**src/rtl/fifo_pkg.sv**
```systemverilog
// rtl/fifo_pkg.sv - shared async FIFO constants and pointer helpers
//
// Purpose: default geometry, pointer-width rule and Gray/binary conversion
// shared by the read-side and write-side FIFO controllers.
// The conversion functions work on a fixed FIFO_FN_WIDTH-bit container.
// Callers zero-extend into it and truncate the result back to their own
// pointer width. The container is wide enough for any practical depth.
package fifo_pkg;

  localparam int FIFO_ADDR_WIDTH = 4;
  localparam int FIFO_DATA_WIDTH = 8;
  localparam int FIFO_FN_WIDTH   = 32;

  // Pointers carry one extra wrap bit so that full and empty can be told apart.
  function automatic int ptr_width(input int addr_width);
    return addr_width + 1;
  endfunction

  function automatic logic [FIFO_FN_WIDTH-1:0] bin2gray(input logic [FIFO_FN_WIDTH-1:0] b);
    return b ^ (b >> 1);
  endfunction

  // Each binary bit is the XOR of all Gray bits at or above it.
  function automatic logic [FIFO_FN_WIDTH-1:0] gray2bin(input logic [FIFO_FN_WIDTH-1:0] g);
    logic [FIFO_FN_WIDTH-1:0] b;
    b[FIFO_FN_WIDTH-1] = g[FIFO_FN_WIDTH-1];
    for (int i = FIFO_FN_WIDTH - 2; i >= 0; i--) begin
      b[i] = b[i+1] ^ g[i];
    end
    return b;
  endfunction

endpackage

```
**src/rtl/fifo_rd_skid.sv**
```systemverilog
// rtl/fifo_rd_skid.sv - 2-entry prefetch/skid buffer for the FIFO read side
//
// Purpose: holds up to two words fetched from the RAM and presents the head
// to the consumer. A word arriving from the RAM (push) while the buffer is
// empty is bypassed straight to rd_data in its arrival cycle. If it is
// popped in that same cycle it is never stored.
//
// Ports:
//   clk        in   clock
//   rst        in   synchronous reset, active-high
//   push       in   RAM read data is valid this cycle
//   push_data  in   RAM read data
//   pop        in   consumer takes rd_data this cycle (already qualified by rd_valid)
//   buf_cnt    out  number of stored words (0..2); excludes the arriving word
//   rd_valid   out  rd_data holds a valid word
//   rd_data    out  head word (stored head, or the arriving word when empty)
module fifo_rd_skid
  import fifo_pkg::*;
#(
  parameter int DATA_WIDTH = FIFO_DATA_WIDTH
) (
  input  logic                  clk,
  input  logic                  rst,
  input  logic                  push,
  input  logic [DATA_WIDTH-1:0] push_data,
  input  logic                  pop,
  output logic [1:0]            buf_cnt,
  output logic                  rd_valid,
  output logic [DATA_WIDTH-1:0] rd_data
);

  logic [DATA_WIDTH-1:0] head_q, head_d;
  logic [DATA_WIDTH-1:0] tail_q, tail_d;
  logic [1:0]            cnt_q, cnt_d;

  always_comb begin
    head_d = head_q;
    tail_d = tail_q;
    cnt_d  = cnt_q;
    case (cnt_q)
      2'd0: begin
        // Push together with pop means the bypassed word was consumed.
        if (push && !pop) begin
          head_d = push_data;
          cnt_d  = 2'd1;
        end
      end
      2'd1: begin
        if (push && pop) begin
          head_d = push_data;
        end else if (push) begin
          tail_d = push_data;
          cnt_d  = 2'd2;
        end else if (pop) begin
          cnt_d = 2'd0;
        end
      end
      2'd2: begin
        // A push without a pop cannot occur here: the issue logic never lets
        // stored words plus the word in flight exceed two.
        if (pop) begin
          head_d = tail_q;
          if (push) begin
            tail_d = push_data;
          end else begin
            cnt_d = 2'd1;
          end
        end
      end
      default: begin
        cnt_d = 2'd0;
      end
    endcase
  end

  always_ff @(posedge clk) begin
    if (rst) begin
      head_q <= '0;
      tail_q <= '0;
      cnt_q  <= 2'd0;
    end else begin
      head_q <= head_d;
      tail_q <= tail_d;
      cnt_q  <= cnt_d;
    end
  end

  assign buf_cnt  = cnt_q;
  assign rd_valid = (cnt_q != 2'd0) || push;
  assign rd_data  = (cnt_q != 2'd0) ? head_q : push_data;

endmodule

```
**src/rtl/fifo_rd_ctrl.sv**
```systemverilog
// rtl/fifo_rd_ctrl.sv - async FIFO read-domain controller
//
// Purpose: keeps the binary and Gray read pointers, derives empty and
// occupancy from the synchronized write pointer, issues RAM reads and feeds
// the fifo_rd_skid prefetch buffer. Depth is 2**ADDR_WIDTH. Pointers are
// ADDR_WIDTH+1 bits wide.
// Optional feature macro: FIFO_RD_ALMOST_EMPTY_EN adds the ralmost_empty
// output, which is high while rlevel <= AE_THRESH.
//
// Ports:
//   rclk           in   read-domain clock
//   rrst           in   synchronous reset, active-high
//   rq2_wptr       in   Gray write pointer, already synchronized to rclk
//   rptr           out  registered Gray read pointer, for the write domain
//   ren            out  RAM read enable; one read per asserted cycle
//   raddr          out  RAM read address
//   rdata_mem      in   RAM read data, valid the cycle after ren
//   rd_valid       out  rd_data holds a valid word
//   rd_ready       in   consumer accepts the word
//   rd_data        out  head-of-buffer word
//   rempty         out  registered; no unfetched words remain in RAM
//   rlevel         out  registered occupancy (unfetched + in flight + buffered)
//   ralmost_empty  out  (FIFO_RD_ALMOST_EMPTY_EN only) registered rlevel <= AE_THRESH
module fifo_rd_ctrl
  import fifo_pkg::*;
#(
  parameter int ADDR_WIDTH = FIFO_ADDR_WIDTH,
  parameter int DATA_WIDTH = FIFO_DATA_WIDTH,
  parameter int AE_THRESH  = 2
) (
  input  logic                  rclk,
  input  logic                  rrst,
  input  logic [ADDR_WIDTH:0]   rq2_wptr,
  output logic [ADDR_WIDTH:0]   rptr,
  output logic                  ren,
  output logic [ADDR_WIDTH-1:0] raddr,
  input  logic [DATA_WIDTH-1:0] rdata_mem,
  output logic                  rd_valid,
  input  logic                  rd_ready,
  output logic [DATA_WIDTH-1:0] rd_data,
  output logic                  rempty,
  output logic [ADDR_WIDTH:0]   rlevel
`ifdef FIFO_RD_ALMOST_EMPTY_EN
  ,
  output logic                  ralmost_empty
`endif
);

  localparam int PW = ptr_width(ADDR_WIDTH);

  logic [PW-1:0] rbin_q, rbin_d;
  logic [PW-1:0] rptr_q, rptr_d;
  logic [PW-1:0] rlevel_q, rlevel_d;
  logic          rempty_q, rempty_d;
  logic          pending_q, pending_d;

  logic [1:0]    buf_cnt;
  logic [1:0]    occ;
  logic [1:0]    occ_next;
  logic          pop;
  logic [PW-1:0] wbin;

  fifo_rd_skid #(
    .DATA_WIDTH (DATA_WIDTH)
  ) u_skid (
    .clk       (rclk),
    .rst       (rrst),
    .push      (pending_q),
    .push_data (rdata_mem),
    .pop       (pop),
    .buf_cnt   (buf_cnt),
    .rd_valid  (rd_valid),
    .rd_data   (rd_data)
  );

  assign pop = rd_valid & rd_ready;
  assign occ = buf_cnt + {1'b0, pending_q};

  // A read may be issued while fewer than two words are stored or in flight.
  // At exactly two, a pop in the same cycle frees a slot. This keeps one word
  // per cycle flowing under sustained rd_ready. Reset blocks issue so that
  // no RAM read is started in a cycle whose results would be discarded.
  assign ren = ~rrst & ~rempty_q & ((occ < 2'd2) | ((occ == 2'd2) & pop));

  assign wbin = PW'(gray2bin(FIFO_FN_WIDTH'(rq2_wptr)));

  always_comb begin
    rbin_d    = rbin_q + {{(PW-1){1'b0}}, ren};
    rptr_d    = PW'(bin2gray(FIFO_FN_WIDTH'(rbin_d)));
    // Empty compares all pointer bits, wrap bit included. This separates a
    // full-depth lap from a truly empty FIFO.
    rempty_d  = (rptr_d == rq2_wptr);
    pending_d = ren;
    // Occupancy after this edge: stored words plus arrival, minus pop, plus new issue.
    occ_next  = buf_cnt + {1'b0, pending_q} - {1'b0, pop} + {1'b0, ren};
    // Modular subtraction of the pointers absorbs wrap-around.
    rlevel_d  = (wbin - rbin_d) + PW'(occ_next);
  end

  always_ff @(posedge rclk) begin
    if (rrst) begin
      rbin_q    <= '0;
      rptr_q    <= '0;
      rempty_q  <= 1'b1;
      pending_q <= 1'b0;
      rlevel_q  <= '0;
    end else begin
      rbin_q    <= rbin_d;
      rptr_q    <= rptr_d;
      rempty_q  <= rempty_d;
      pending_q <= pending_d;
      rlevel_q  <= rlevel_d;
    end
  end

  assign rptr   = rptr_q;
  assign raddr  = rbin_q[ADDR_WIDTH-1:0];
  assign rempty = rempty_q;
  assign rlevel = rlevel_q;

`ifdef FIFO_RD_ALMOST_EMPTY_EN
  logic ralmost_empty_q, ralmost_empty_d;

  // Derived from the next level so that the flag changes on the same edge as rlevel.
  always_comb begin
    ralmost_empty_d = (rlevel_d <= PW'(AE_THRESH));
  end

  always_ff @(posedge rclk) begin
    if (rrst) begin
      ralmost_empty_q <= 1'b1;
    end else begin
      ralmost_empty_q <= ralmost_empty_d;
    end
  end

  assign ralmost_empty = ralmost_empty_q;
`endif

endmodule

```
**config.mk**
```make
export PLATFORM = sky130hd
export DESIGN_NAME = fifo_rd_ctrl
export DESIGN_NICKNAME = d
export VERILOG_FILES = /design/src/rtl/fifo_pkg.sv /design/src/rtl/fifo_rd_skid.sv /design/src/rtl/fifo_rd_ctrl.sv
export SDC_FILE = /design/constraint.sdc
export NUM_CORES = 1
export LEC_CHECK = 0
export CORE_AREA = 2 2 69 58
export CTS_BUF_LIST = sky130_fd_sc_hd__clkbuf_8 sky130_fd_sc_hd__clkbuf_16
export DETAILED_ROUTE_END_ITERATION = 10
export DIE_AREA = 0 0 71 60
export HOLD_SLACK_MARGIN = 0.02
export PLACE_DENSITY = 0.82
export SLEW_MARGIN = 20
export SYNTH_ARGS = -nofsm -noshare
export SYNTH_HDL_FRONTEND = slang
export SYNTH_SLANG_ARGS = --single-unit
```
**constraint.sdc**
```tcl
create_clock -name rclk -period 8.03 [get_ports rclk]
set_input_delay 1.606 -clock rclk [delete_from_list [all_inputs] [get_ports rclk]]
set_output_delay 1.606 -clock rclk [all_outputs]
set_load 0.02 [all_outputs]
```
# --- Yosys cells after proc, flatten, opt, wreduce, memory -nomap -nowiden ---
# Index checks and enable logic that the tools add are counted.
totals:
  register_bits: 35
  in_bits: 16
  output_inout_bits: 25
  elab_cells: 64
classes:
  n_bitwise: 12
  n_eq_ne: 10
  n_mux: 16
  n_reduce_logical: 11
  order_cmp: 1
  n_addsub: 6
op_table:
  columns: ["op", "count"]
  rows:
  - ["$mux 8", 7]
  - ["$pmux 8 s3", 1]
  - ["$pmux 8 s2", 1]
  - ["$mux 2", 6]
  - ["$ne 2x2->1 const B", 3]
  - ["$pmux 2 s3", 1]
  - ["$add 5x1->5", 1]
  - ["$add 5x2->5", 1]
  - ["$eq 5x5->1", 1]
  - ["$reduce_and 5->1", 1]
  - ["$sub 5x5->5", 1]
  - ["$xor 5x4->5", 1]
  - ["$add 2x1->2", 2]
  - ["$and 1x1->1", 4]
  - ["$eq 2x2->1 const B", 2]
  - ["$ne 2x1->1 const B", 2]
  - ["$reduce_and 4->1", 1]
  - ["$reduce_bool 2->1", 2]
  - ["$xor 1x1->1", 4]
  - ["$ne 3x3->1 const B", 1]
  - ["$reduce_and 3->1", 1]
  - ["$reduce_bool 3->1", 1]
  - ["$eq 2x1->1 const B", 1]
  - ["$logic_and 1x1->1", 2]
  - ["7 further kinds", 8]

# --- Longest topological paths before layout ---
# Gate-level depths: netlist of run 1.
depth:
  word_depth: 9
  depth_mapped: 17
  depth_no_buf: 16

# --- Modules after synthesis ---
# Synthesis of run 1 repeated with hierarchy kept, for this count alone.
hier_totals:
  hier_cells: 200
  area_unflattened_um2: 1991.9
by_module_without_submodules:
  columns: ["mod", "area_per_inst_um2", "instances", "cells_each", "seq_area_each_um2"]
  rows:
  - ["fifo_rd_skid", 1032.2, 1, 99, 360.3]
  - ["fifo_rd_ctrl", 959.7, 1, 101, 320.3]

# --- Least setup slack after synthesis of run 1 ---
# Ideal clock, no wire load.
synth_timing:
  path_type: "input -> register"
  startpoint: "input port rrst"
  endpoint: "register rlevel_q[4] (netlist: rlevel[4])"
  t_arrival_ns: 4.989
  path_stages: 14
  path_slack_ns: 2.913
  path_buffers: 3
  setup_time_ns: 0.128
  required_time_ns: 7.902
  path_cell_list: "clkbuf_1 -> clkbuf_1 -> a211oi_1 -> ha_1 -> ha_1 -> clkbuf_1 -> xor2_1 -> ha_1 -> fa_1 -> a21o_1 -> a21oi_1 -> xnor2_1 -> xnor2_1 -> nor2_1"
synth_via:
  elab_chain_cells: 6
  elab_cells_between_ends: 7
  cone_classes: "4 x add/sub; 3 x bitwise"
synth_rtl:
  columns: ["item", "line", "text"]
  rows:
  - ["start: declaration", "fifo_rd_ctrl.sv:32", "input logic rrst,"]
  - ["$not 1->1", "fifo_rd_ctrl.sv:83", "assign ren = ~rrst & ~rempty_q & ((occ < 2'd2) | ((occ == 2'd2) & pop));"]
  - ["$and 1x1->1 (2 in series)", "fifo_rd_ctrl.sv:83", null]
  - ["named net ren", "fifo_rd_ctrl.sv:35", "output logic ren,"]
  - ["$add 5x1->5", "fifo_rd_ctrl.sv:88", "rbin_d = rbin_q + {{(PW-1){1'b0}}, ren};"]
  - ["named net rbin_d[1]", "fifo_rd_ctrl.sv:51", "logic [PW-1:0] rbin_q, rbin_d;"]
  - ["$sub 5x5->5", "fifo_rd_ctrl.sv:97", "rlevel_d = (wbin - rbin_d) + PW'(occ_next);"]
  - ["$add 5x2->5", "fifo_rd_ctrl.sv:97", null]
  - ["end signal: assignment", "fifo_rd_ctrl.sv:112", "rlevel_q <= rlevel_d;"]
  - ["end: declaration", "fifo_rd_ctrl.sv:53", "logic [PW-1:0] rlevel_q, rlevel_d;"]
# The timed path passes the listed nets, and every way through them passes these cells.
# A chain may end at the register's enable or synchronous reset.

# --- Worst setup path after layout of run 1 ---
layout_timing:
  startpoint: "input port rd_ready"
  endpoint: "output port ren"
layout_via:
  elab_chain_cells: 4
layout_rtl:
  columns: ["item", "line", "text"]
  rows:
  - ["start: declaration", "fifo_rd_ctrl.sv:39", "input logic rd_ready,"]
  - ["$and 1x1->1", "fifo_rd_ctrl.sv:76", "assign pop = rd_valid & rd_ready;"]
  - ["$and 1x1->1", "fifo_rd_ctrl.sv:83", null]
  - ["$or 1x1->1", "fifo_rd_ctrl.sv:83", null]
  - ["$and 1x1->1", "fifo_rd_ctrl.sv:83", null]
  - ["end: declaration", "fifo_rd_ctrl.sv:35", null]
# Every way passes these cells.

==> results of run 1 <==
cell type report:
| type | count | share of cell area, % |
|---|---|---|
| clock buffers | 6 | 3.51 |
| well taps | 44 | 2.34 |
| repair buffers | 41 | 17.3 |
| inverters | 7 | 1.12 |
| flip-flops and latches | 34 | 28.9 |
| clock inverters | 2 | 0.372 |
| multi-input cells | 151 | 46.4 |
through the flow:
| stage | total power [mW] | util, % | hold WS [ps] | setup WS, ps | instances |
|---|---|---|---|---|---|
| 4_1_cts | 0.480 | 64.8 | 478 | 2690 | 285 |
| 5_1_grt | 0.500 | 64.8 | 502 | 2510 | 285 |
| 6_report | 0.477 | 64.8 | 472 | 2690 | 285 |
| 3_5_place_dp | 0.348 | 62.3 | 468 | 2540 | 277 |
| 2_1_floorplan | 0.294 | - | 454 | 2910 | 202 |
| 3_3_place_gp | 0.347 | 62.3 | 442 | 2710 | 277 |
kinds of logic (layout without fill, tap and decap cells):
logic type / after synthesis / after routing
AOI/OAI and AO/OA: 25 / 25
xor gates and xnor gates: 29 / 29
adders and majority gates: 14 / 14
buffers and inverters: 17 / 56
DFF: 34 / 34
muxes: 16 / 16
and+or+nand+nor: 67 / 67
how the worst min path moves through the flow:
stage / from / to / slack [ps] / depth (start not counted)
2_1_floorplan: u_skid.tail_q[5] / u_skid.head_q[5] / 450 / 2
6_report: rempty / pending_q / 470 / 1
4_1_cts: rempty / pending_q / 480 / 1
3_3_place_gp: rempty / pending_q / 440 / 1
3_5_place_dp: rempty / pending_q / 470 / 1
5_1_grt: rempty / pending_q / 500 / 1
state kept, by name, summed over array words and instances, names as in the netlist:
name	cells
rempty	1
rbin_q	5
rptr	4
rlevel	5
pending_q	1
u_skid.head_q	8
u_skid.buf_cnt	2
u_skid.tail_q	8
routing by layer:
layer / vias to the layer above / global-route usage, %
met4: 0 / 8.09
met2: 34 / 30.7
li1: 756 / -
met1: 716 / 24.8
met3: 5 / 3.71
met5: - / 0
placed cells by master (no fill, tap or decap), drive strengths merged, types with 13 or more instances in the layout:
cell type,Yosys,layout
xnor2,14,14
xor2,15,15
dfxtp,34,34
ha,13,13
clkdlybuf4s50,0,40
nand2,24,24
nor2,30,30
critical path, delay by kind of cell:
family / cells / cell delay [ps]
buffers and inverters: 3 / 1420
AOI/OAI and AO/OA: 2 / 590
and+or+nand+nor: 1 / 110
power breakdown:
group / total, mW / switching [mW] / internal [mW]
clock: 0.130 / 0.0622 / 0.0679
combinational: 0.155 / 0.0765 / 0.0782
sequential: 0.192 / 0.00753 / 0.184
total: 0.477 / 0.146 / 0.330
==> summary.txt, run 1 <==
Placed design
  – Gpl congestion: 0.820
  – Port bufs: 40
  – Placed inst area: 0.00226 mm²
  – HPWL Detailed: 2650 µm

Clock network
  – Post-CTS Resized: 0
  – Post-CTS Setup Repair Bufs: 0
  – CTS clk-pin slew, worst paths: 70 ps
  – Hold Buf Count CTS: 0
  – Root Buffer: clkbuf_8
  – Clock tree buffer depth: 2
  – H-tree levels: 2
  – CTS buffer count: 5
  – Skew-Pair Late Insertion Delay: 280 ps
  – TritonCTS sink count: 34
  – CTS tree: yes

Global route
  – Antenna violations before repair: 0
  – GRT Total Usage: 18.9%
  – Grt total ovfl: 0
  – Largest net degree at the start of global routing: 36
  – First-pass GRT wire length: 6140 µm
  – Vias in the first global route: 1358

Critical path
  – Crit path cell chain: clkdlybuf4s50_1, inv_1, a21oi_1, nand2_1, a211oi_1, clkdlybuf4s50_1
  – WP data arrival: 3730 ps
  – Crit. End Element: primary output
  – CP max FO: 6
  – FF-to-FF Start: u_skid.buf_cnt[1]
  – Worst setup SP type: primary input
  – Reg2reg setup slack: 4060 ps
  – Slowest library cell on the worst path: clkdlybuf4s50_1
  – WS Path Type: in -> out
  – Crit path from: rd_ready
  – Worst reg-to-reg path cell count: 15
  – Most used cell, CP: clkdlybuf4s50_1
  – End of the critical path: ren
  – Largest stage delay, worst path: 690 ps
  – CP Data Required Time: 6420 ps
  – Worst r2r dst: rlevel[4]

Synthesis
  – Most frequent cells after synthesis: 34 x dfxtp_1, 29 x nor2_1, 23 x nand2_1, 15 x xor2_1, 14 x xnor2_1
  – Mapped Cells: 202
  – Area fraction of the dominant cell type after synthesis: 36.7%
  – Simple-gate share of the synthesized area: 15.3%
  – Post-synth net total: 232
  – Leading area contributor after synthesis: dfxtp_1
  – Post-synth EDFFs: 0
  – Yosys cell types: 29
  – XOR/XNOR Fraction of Synth Area: 13.7%
  – Largest family of logic cells by synthesized area: simple AND/OR/NAND/NOR gates
  – Syn Std Cell Area: 0.00185 mm²
  – Synthesized flop and latch total: 34
  – Synth Area in Compound Gates: 10.8%
  – Register area share after synthesis: 36.7%
  – Most common cell in the synthesized netlist: dfxtp_1
  – Primary FF master, synth: dfxtp_1
  – Synth top area cells: dfxtp_1 37%, ha_1 8.8%, xor2_1 7.1%
  – Async set or reset register ratio after synthesis: 0%
  – Multiplexer share of the synthesized area: 9.18%
  – Post-Synth Adder-Cell Area: 9.86%
  – Warnings, synthesis: 0
  – Avg Synthesized Cell Area: 9.17 µm²

Final layout
  – Register area: 681 µm²
  – Multi-input logic area: 0.00109 mm²
  – Post-route cell area: 0.00235 mm²
  – Nets: 270
  – Synthesis-to-layout area growth: 26.9%
  – Antenna diode count: 0
  – Filler Cell Count: 299
  – Fraction of layout cells with a size suffix above 1: 7.88%

Min path
  – HP Class: reg -> reg

Die
  – IO Count: 41
  – Full die area: 0.00426 mm²
  – Width of the chip: 71 µm
  – Core Rows: 20
  – Core Area: 0.00363 mm²
  – Initial core utilization: 51.1%
  – Die height: 60 µm

Routing
  – Detailed Route WL: 3840 µm
  – Drt first-iter violations: 103
  – Met2 WL: 1720 µm
  – Vias: 1511
  – Met1 WL: 1930 µm
  – Via density: 5.30
  – Uppermost layer routed: met4
  – Met3 WL post-DR: 139 µm
  – Drt pass-1 iters: 4
  – DRC: 0
  – DRT antenna net count: 0
  – Drt wl/cell: 13.5 µm

Status
  – Outcome: finished, final reports clean

Job
  – MaxCap Viol Count: 0

Timing
  – Final worst path period share: 66.4%
  – Slew headroom: 54.6%
  – Fmax: 187 MHz
  – Slew @ Worst Pin: 680 ps
  – Final Max Slew Viols: 0
  – Hold Violations, Final: 0
  – Final min period: 5340 ps
  – Unrepaired setup endpoints after global routing: false
  – Setup TNS Final: 0 ps
  – Clk_skew: 4.39 ps
  – Final setup viols: 0

Power and ir drop
  – VDD IR-drop max: 0.165 mV
  – Pwr Density: 203 mW/mm²
  – Static Leakage: 1.02 nW
(Power assumes the default switching activity.)
==> run 2: changes to the inputs <==
CORE_AREA = 2 2 72 60   (was 2 2 69 58)
DIE_AREA = 0 0 74 62   (was 0 0 71 60)
PLACE_DENSITY = 0.77   (was 0.82)
clock period = 5.2 ns   (was 8.03 ns; I/O delays follow)
==> run 2 against run 1 <==
Net effect: first-iteration DRC count is 36% lower; clock-buffer cell count stayed put; clock skew is 1.5 ps higher; setup slack worse by 2100 ps; cell count is 4.6% higher; non-clock buffer count stayed put; sequential share of layout area is 0.20 points lower; hold slack better by 2.4 ps; total power is 54% higher; largest cell class unchanged.
==> summary.txt, run 2 (synthesized netlist as in run 1, its figures left out) <==
Status
  – Outcome: finished, final reports clean

Timing
  – Final min period: 4610 ps
  – Clk_skew: 5.90 ps (+1.51 ps)
  – Fmax: 217 MHz
  – Worst hold slack: 474 ps (+2.45 ps)
  – Hold Violations, Final: 0 (unchanged)
  – Final Max Slew Viols: 0 (unchanged)
  – Slew @ Worst Pin: 666 ps (-13.9 ps)
  – Final worst setup slack: 590 ps (-2100 ps)
  – Slew headroom: 55.6% (+1.0 points)
  – Final setup viols: 0 (unchanged)
  – Final worst path period share: 88.6%
  – Setup TNS Final: 0 ps (unchanged)
  – Unrepaired setup endpoints after global routing: false

Clock network
  – Hold Buf Count CTS: 0 (unchanged)
  – CTS buffer count: 5 (unchanged)
  – Root Buffer: clkbuf_8
  – Post-CTS Resized: 0 (unchanged)
  – H-tree levels: 2 (unchanged)
  – Clock tree buffer depth: 2 (unchanged)
  – Post-CTS Setup Repair Bufs: 0 (unchanged)
  – Skew-Pair Late Insertion Delay: 280 ps (about the same)
  – TritonCTS sink count: 34 (unchanged)
  – CTS tree: yes
  – CTS clk-pin slew, worst paths: 70 ps (about the same)

Job
  – MaxCap Viol Count: 0 (unchanged)

Critical path
  – CP Data Required Time: 5360 ps (-1060 ps)
  – Worst r2r dst: rlevel[4]
  – Crit path cell chain: clkdlybuf4s50_1, inv_1, a21oi_1, nand2_1, a211oi_1, ha_1, ha_1, xor2_1, inv_1, ha_1, ha_1, a21o_1, a21oi_1, xnor2_1, xnor2_1, nor2_1
  – Worst reg-to-reg path cell count: 15 (unchanged)
  – Slowest library cell on the worst path: clkdlybuf4s50_1
  – Most used cell, CP: ha_1
  – Worst setup SP type: primary input
  – Crit path from: rd_ready
  – WS Path Type: in -> reg
  – Crit. End Element: register
  – CP max FO: 6 (unchanged)
  – Largest stage delay, worst path: 590 ps (-100 ps)
  – Reg2reg setup slack: 1280 ps (-2780 ps)
  – WP data arrival: 4770 ps (+1040 ps)
  – FF-to-FF Start: u_skid.buf_cnt[1]

Routing
  – Drt pass-1 iters: 4 (unchanged)
  – Drt first-iter violations: 66 (-36%)
  – Via density: 4.95 (-6.7%)
  – Vias: 1474 (-2.4%)
  – DRC: 0 (unchanged)
  – Detailed Route WL: 3820 µm (-0.55%)
  – Drt wl/cell: 12.8 µm (-4.9%)
  – DRT antenna net count: 0 (unchanged)

Placed design
  – Dpl ws: 330 ps (-2210 ps)
  – Gpl congestion: 0.916 (+12%)
  – Port bufs: 40 (unchanged)
  – HPWL Detailed: 2760 µm (+4.0%)
  – Placed inst area: 0.00228 mm² (+0.72%)

Final layout
  – Most frequent cells in the layout: 40 x clkdlybuf4s50_1, 34 x dfxtp_1, 29 x nor2_1, 23 x nand2_1, 15 x xor2_1
  – Synthesis-to-layout area growth: 27.8%
  – Post-route cell area: 0.00237 mm² (+0.69%)
  – Commonest non-fill, non-tap cell in the layout: clkdlybuf4s50_1
  – Fraction of layout cells with a size suffix above 1: 7.88% (unchanged)
  – Nets: 270 (unchanged)
  – Antenna diode count: 0 (unchanged)
  – Top flop regs: u_skid.head_q x8, u_skid.tail_q x8

Die
  – Core Rows: 21 (+5.0%)
  – Width of the chip: 74 µm (+4.2%)
  – Core Area: 0.00397 mm² (+9.3%)
  – Initial core utilization: 46.7% (-4.4 points)
  – Full die area: 0.00459 mm² (+7.7%)
  – IO Count: 41 (unchanged)
  – Die height: 62 µm (+3.3%)

Power and ir drop
  – Pwr Density: 310 mW/mm² (+53%)
  – Static Leakage: 1.02 nW (unchanged)
  – VDD IR-drop max: 0.199 mV (+20%)

Global route
  – First-pass GRT wire length: 6230 µm (+1.4%)
  – Antenna violations before repair: 0 (unchanged)
  – Grt total ovfl: 0 (unchanged)
  – GRT Total Usage: 18.3% (-0.63 points)
  – Largest net degree at the start of global routing: 35 (-2.8%)
  – Vias in the first global route: 1311 (-3.5%)

Min path
  – HP Class: reg -> reg
  – Worst hold path depth: 2 (+1)
  – Hold EP: u_skid.head_q[4]
  – Hold path startpoint: u_skid.tail_q[4]
run 2: cell counts in the layout (fill, tap and decap cells not counted):
No cell type changed its count.
run 2: per-stage QoR:
stage / instances / power (mW) / utilization, %
floorplan: 202 / 0.454 / -
global placement: 290 / 0.538 / 57.4
detailed placement: 290 / 0.539 / 57.4
CTS: 298 / 0.743 / 59.7
global route: 298 / 0.780 / 59.7
finish: 298 / 0.735 / 59.7
run 2: per-layer routing:
metal / track usage [%] / up-vias / part of all wire (%)
met5: 0 / - / 0
met4: 4.68 / 0 / 0.65
met3: 6.77 / 2 / 4.9
met2: 27.2 / 33 / 45
met1: 25.2 / 682 / 49
li1: - / 757 / -
run 2: where the power goes:
part	switching [mW]	leakage, nW	internal (mW)
Sequential	0.0107	0.277	0.285
Combinational	0.120	0.686	0.121
Clock	0.0939	0.0524	0.105
Total	0.224	1.02	0.511
run 2: final cells by class:
class | instances | area [µm²]
Sequential cell | 34 | 681
Inverter | 7 | 26.3
Clock inverter | 2 | 8.76
Clock buffer | 6 | 82.6
Multi-Input combinational cell | 151 | 1090
Fill cell | 358 | 1600
Tap cell | 57 | 71.3
Timing Repair Buffer | 41 | 408
run 2: worst max-delay path by stage:
stage	slack (ps)	to	depth (start not counted)
floorplan	650	rlevel[4]	14
global placement	460	rlevel[4]	15
detailed placement	330	rlevel[4]	15
CTS	590	rlevel[4]	16
global route	280	rlevel[4]	16
finish	590	rlevel[4]	16
run 2: critical path, delay by kind of cell:
| kind | cells | cell delay, ps |
|---|---|---|
| and+or+nand+nor | 2 | 170 |
| xor gates and xnor gates | 3 | 580 |
| AOI/OAI and AO/OA | 4 | 930 |
| buffers and inverters | 3 | 880 |
| adders and majority gates | 4 | 1170 |
==> run 3: changes to the inputs <==
clock period = 4.7 ns   (was 5.2 ns; I/O delays follow)
==> run 3 against run 2 <==
Net effect: cell area grew 0.63%; core utilization grew 0.38 points; critical path depth unchanged; cell count grew 0.67%; largest cell class unchanged; highest routed layer unchanged.
==> summary.txt, run 3 (synthesized netlist as in run 1, its figures left out) <==
Status
  – Outcome: finished, final reports clean

Final layout
  – Fraction of layout cells with a size suffix above 1: 8.64% (+0.76 points)
  – Antenna diode count: 0 (unchanged)
  – Layout Cells excl Fill: 300 (+0.67%)
  – Most frequent cells in the layout: 40 x clkdlybuf4s50_1, 34 x dfxtp_1, 29 x nor2_1, 23 x nand2_1, 15 x xor2_1
  – Top flop regs: u_skid.head_q x8, u_skid.tail_q x8
  – Commonest non-fill, non-tap cell in the layout: clkdlybuf4s50_1
  – Nets: 272 (+0.74%)
  – Synthesis-to-layout area growth: 28.6%
  – Post-route cell area: 0.00238 mm² (+0.63%)
  – Filler Cell Count: 348 (-2.8%)

Routing
  – DRC: 0 (unchanged)
  – Via density: 4.87 (-1.6%)
  – Drt pass-1 iters: 4 (unchanged)
  – Drt wl/cell: 12.9 µm (+0.29%)
  – Vias: 1460 (-0.95%)
  – DRT antenna net count: 0 (unchanged)
  – Detailed Route WL: 3860 µm (+0.97%)
  – Drt first-iter violations: 82 (+24%)

Timing
  – Final min period: 4330 ps
  – Fmax: 231 MHz
  – Setup TNS Final: 0 ps (unchanged)
  – Final Max Slew Viols: 0 (unchanged)
  – Final worst setup slack: 372 ps (-219 ps)
  – Clk_skew: 6.25 ps (+0.354 ps)
  – Worst hold slack: 451 ps (-23.0 ps)
  – Unrepaired setup endpoints after global routing: false
  – Hold Violations, Final: 0 (unchanged)
  – Final worst path period share: 92.1%
  – Final setup viols: 0 (unchanged)
  – Slew @ Worst Pin: 706 ps (+39.7 ps)
  – Slew headroom: 52.8% (-2.7 points)

Power and ir drop
  – VDD IR-drop max: 0.236 mV (+19%)
  – Static Leakage: 1.03 nW (+1.0%)
  – Pwr Density: 342 mW/mm² (+10%)

Critical path
  – WP data arrival: 4500 ps (-270 ps)
  – Worst setup SP type: primary input
  – Reg2reg setup slack: 790 ps (-490 ps)
  – FF-to-FF Start: u_skid.buf_cnt[1]
  – CP Data Required Time: 4880 ps (-480 ps)
  – Worst reg-to-reg path cell count: 15 (unchanged)
  – WS Path Type: in -> reg
  – CP max FO: 4 (-2)
  – Worst r2r dst: rlevel[4]
  – Crit. End Element: register

Global route
  – Vias in the first global route: 1332 (+1.6%)
  – Antenna violations before repair: 0 (unchanged)
  – First-pass GRT wire length: 6020 µm (-3.3%)
  – Largest net degree at the start of global routing: 35 (unchanged)
  – GRT Total Usage: 17.9% (-0.33 points)
  – Grt total ovfl: 0 (unchanged)

Placed design
  – HPWL Detailed: 2820 µm (+2.3%)
  – Port bufs: 40 (unchanged)
  – Dpl ws: 58.9 ps (-271 ps)
  – Placed inst area: 0.00229 mm² (+0.66%)
  – Gpl congestion: 0.807 (-12%)
  – Placed insts: 292 (+0.69%)

Clock network
  – CTS buffer count: 5 (unchanged)
  – H-tree levels: 2 (unchanged)
  – CTS clk-pin slew, worst paths: 70 ps (about the same)
  – Hold Buf Count CTS: 0 (unchanged)
  – Clock tree buffer depth: 2 (unchanged)
  – TritonCTS sink count: 34 (unchanged)
  – Skew-Pair Late Insertion Delay: 290 ps (about the same)
  – Post-CTS Resized: 0 (unchanged)
  – CTS tree: yes
  – Post-CTS Setup Repair Bufs: 0 (unchanged)
  – Root Buffer: clkbuf_8

Min path
  – Worst hold path depth: 1 (-1)
  – Hold path startpoint: rempty
  – HP Class: reg -> reg
  – Hold EP: pending_q

Die
  – Core Area: 0.00397 mm² (unchanged)
  – Core Rows: 21 (unchanged)
  – IO Count: 41 (unchanged)
  – Initial core utilization: 46.7% (unchanged)
  – Width of the chip: 74 µm (unchanged)
  – Full die area: 0.00459 mm² (unchanged)
  – Die height: 62 µm (unchanged)

Job
  – MaxCap Viol Count: 0 (unchanged)
run 3: critical path, stage by stage:
cell             delay [ps]
clkdlybuf4s50_1         470
inv_1                    90
a21oi_1                 200
nand2_1                 100
a211oi_1                400
ha_1                    270
ha_1                    260
xor2_1                  330
inv_1                   150
ha_1                    310
ha_1                    320
a21o_1                  170
a21oi_1                 170
xnor2_1                 150
xnor2_1                 130
nor2_1                   50
run 3: how the worst max path moves through the flow:
stage	startpoint	end	slack, ps	cells past startpoint
6_report	rd_ready	rlevel[4]	370	16
5_1_grt	rd_ready	rlevel[4]	130	16
4_1_cts	rd_ready	rlevel[4]	360	16
3_5_place_dp	rd_ready	rlevel[4]	60	16
3_3_place_gp	rd_ready	rlevel[4]	240	16
2_1_floorplan	rrst	rlevel[4]	250	14
run 3: where the power goes:
group          internal (mW)  total [mW]  switching [mW]
registers              0.315       0.327          0.0117
clock network          0.116       0.222           0.106
logic                  0.135       0.266           0.131
run 3: final cells by class:
cell class	instances	area, µm²	share of cell area, %
Tap cell	57	71.3	2.99
Multi-Input combinational cell	151	1090	45.8
Sequential cell	34	681	28.6
Clock buffer	6	82.6	3.46
Timing Repair Buffer	43	423	17.7
Clock inverter	2	8.76	0.367
Inverter	7	26.3	1.10
run 3: routing by layer:
| metal | part of all wire [%] | global-route usage, % |
|---|---|---|
| met5 | 0 | 0 |
| met4 | 0.65 | 5.45 |
| met3 | 5.5 | 6.29 |
| met2 | 43 | 25.1 |
| met1 | 51 | 25.8 |
run 3: metrics by stage:
step                      util (%)  power [mW]
after floorplan                  -       0.502
after global placement        57.8       0.598
after detailed placement      57.8       0.597
after CTS                     60.1       0.825
after global routing          60.1       0.866
final                         60.1       0.814
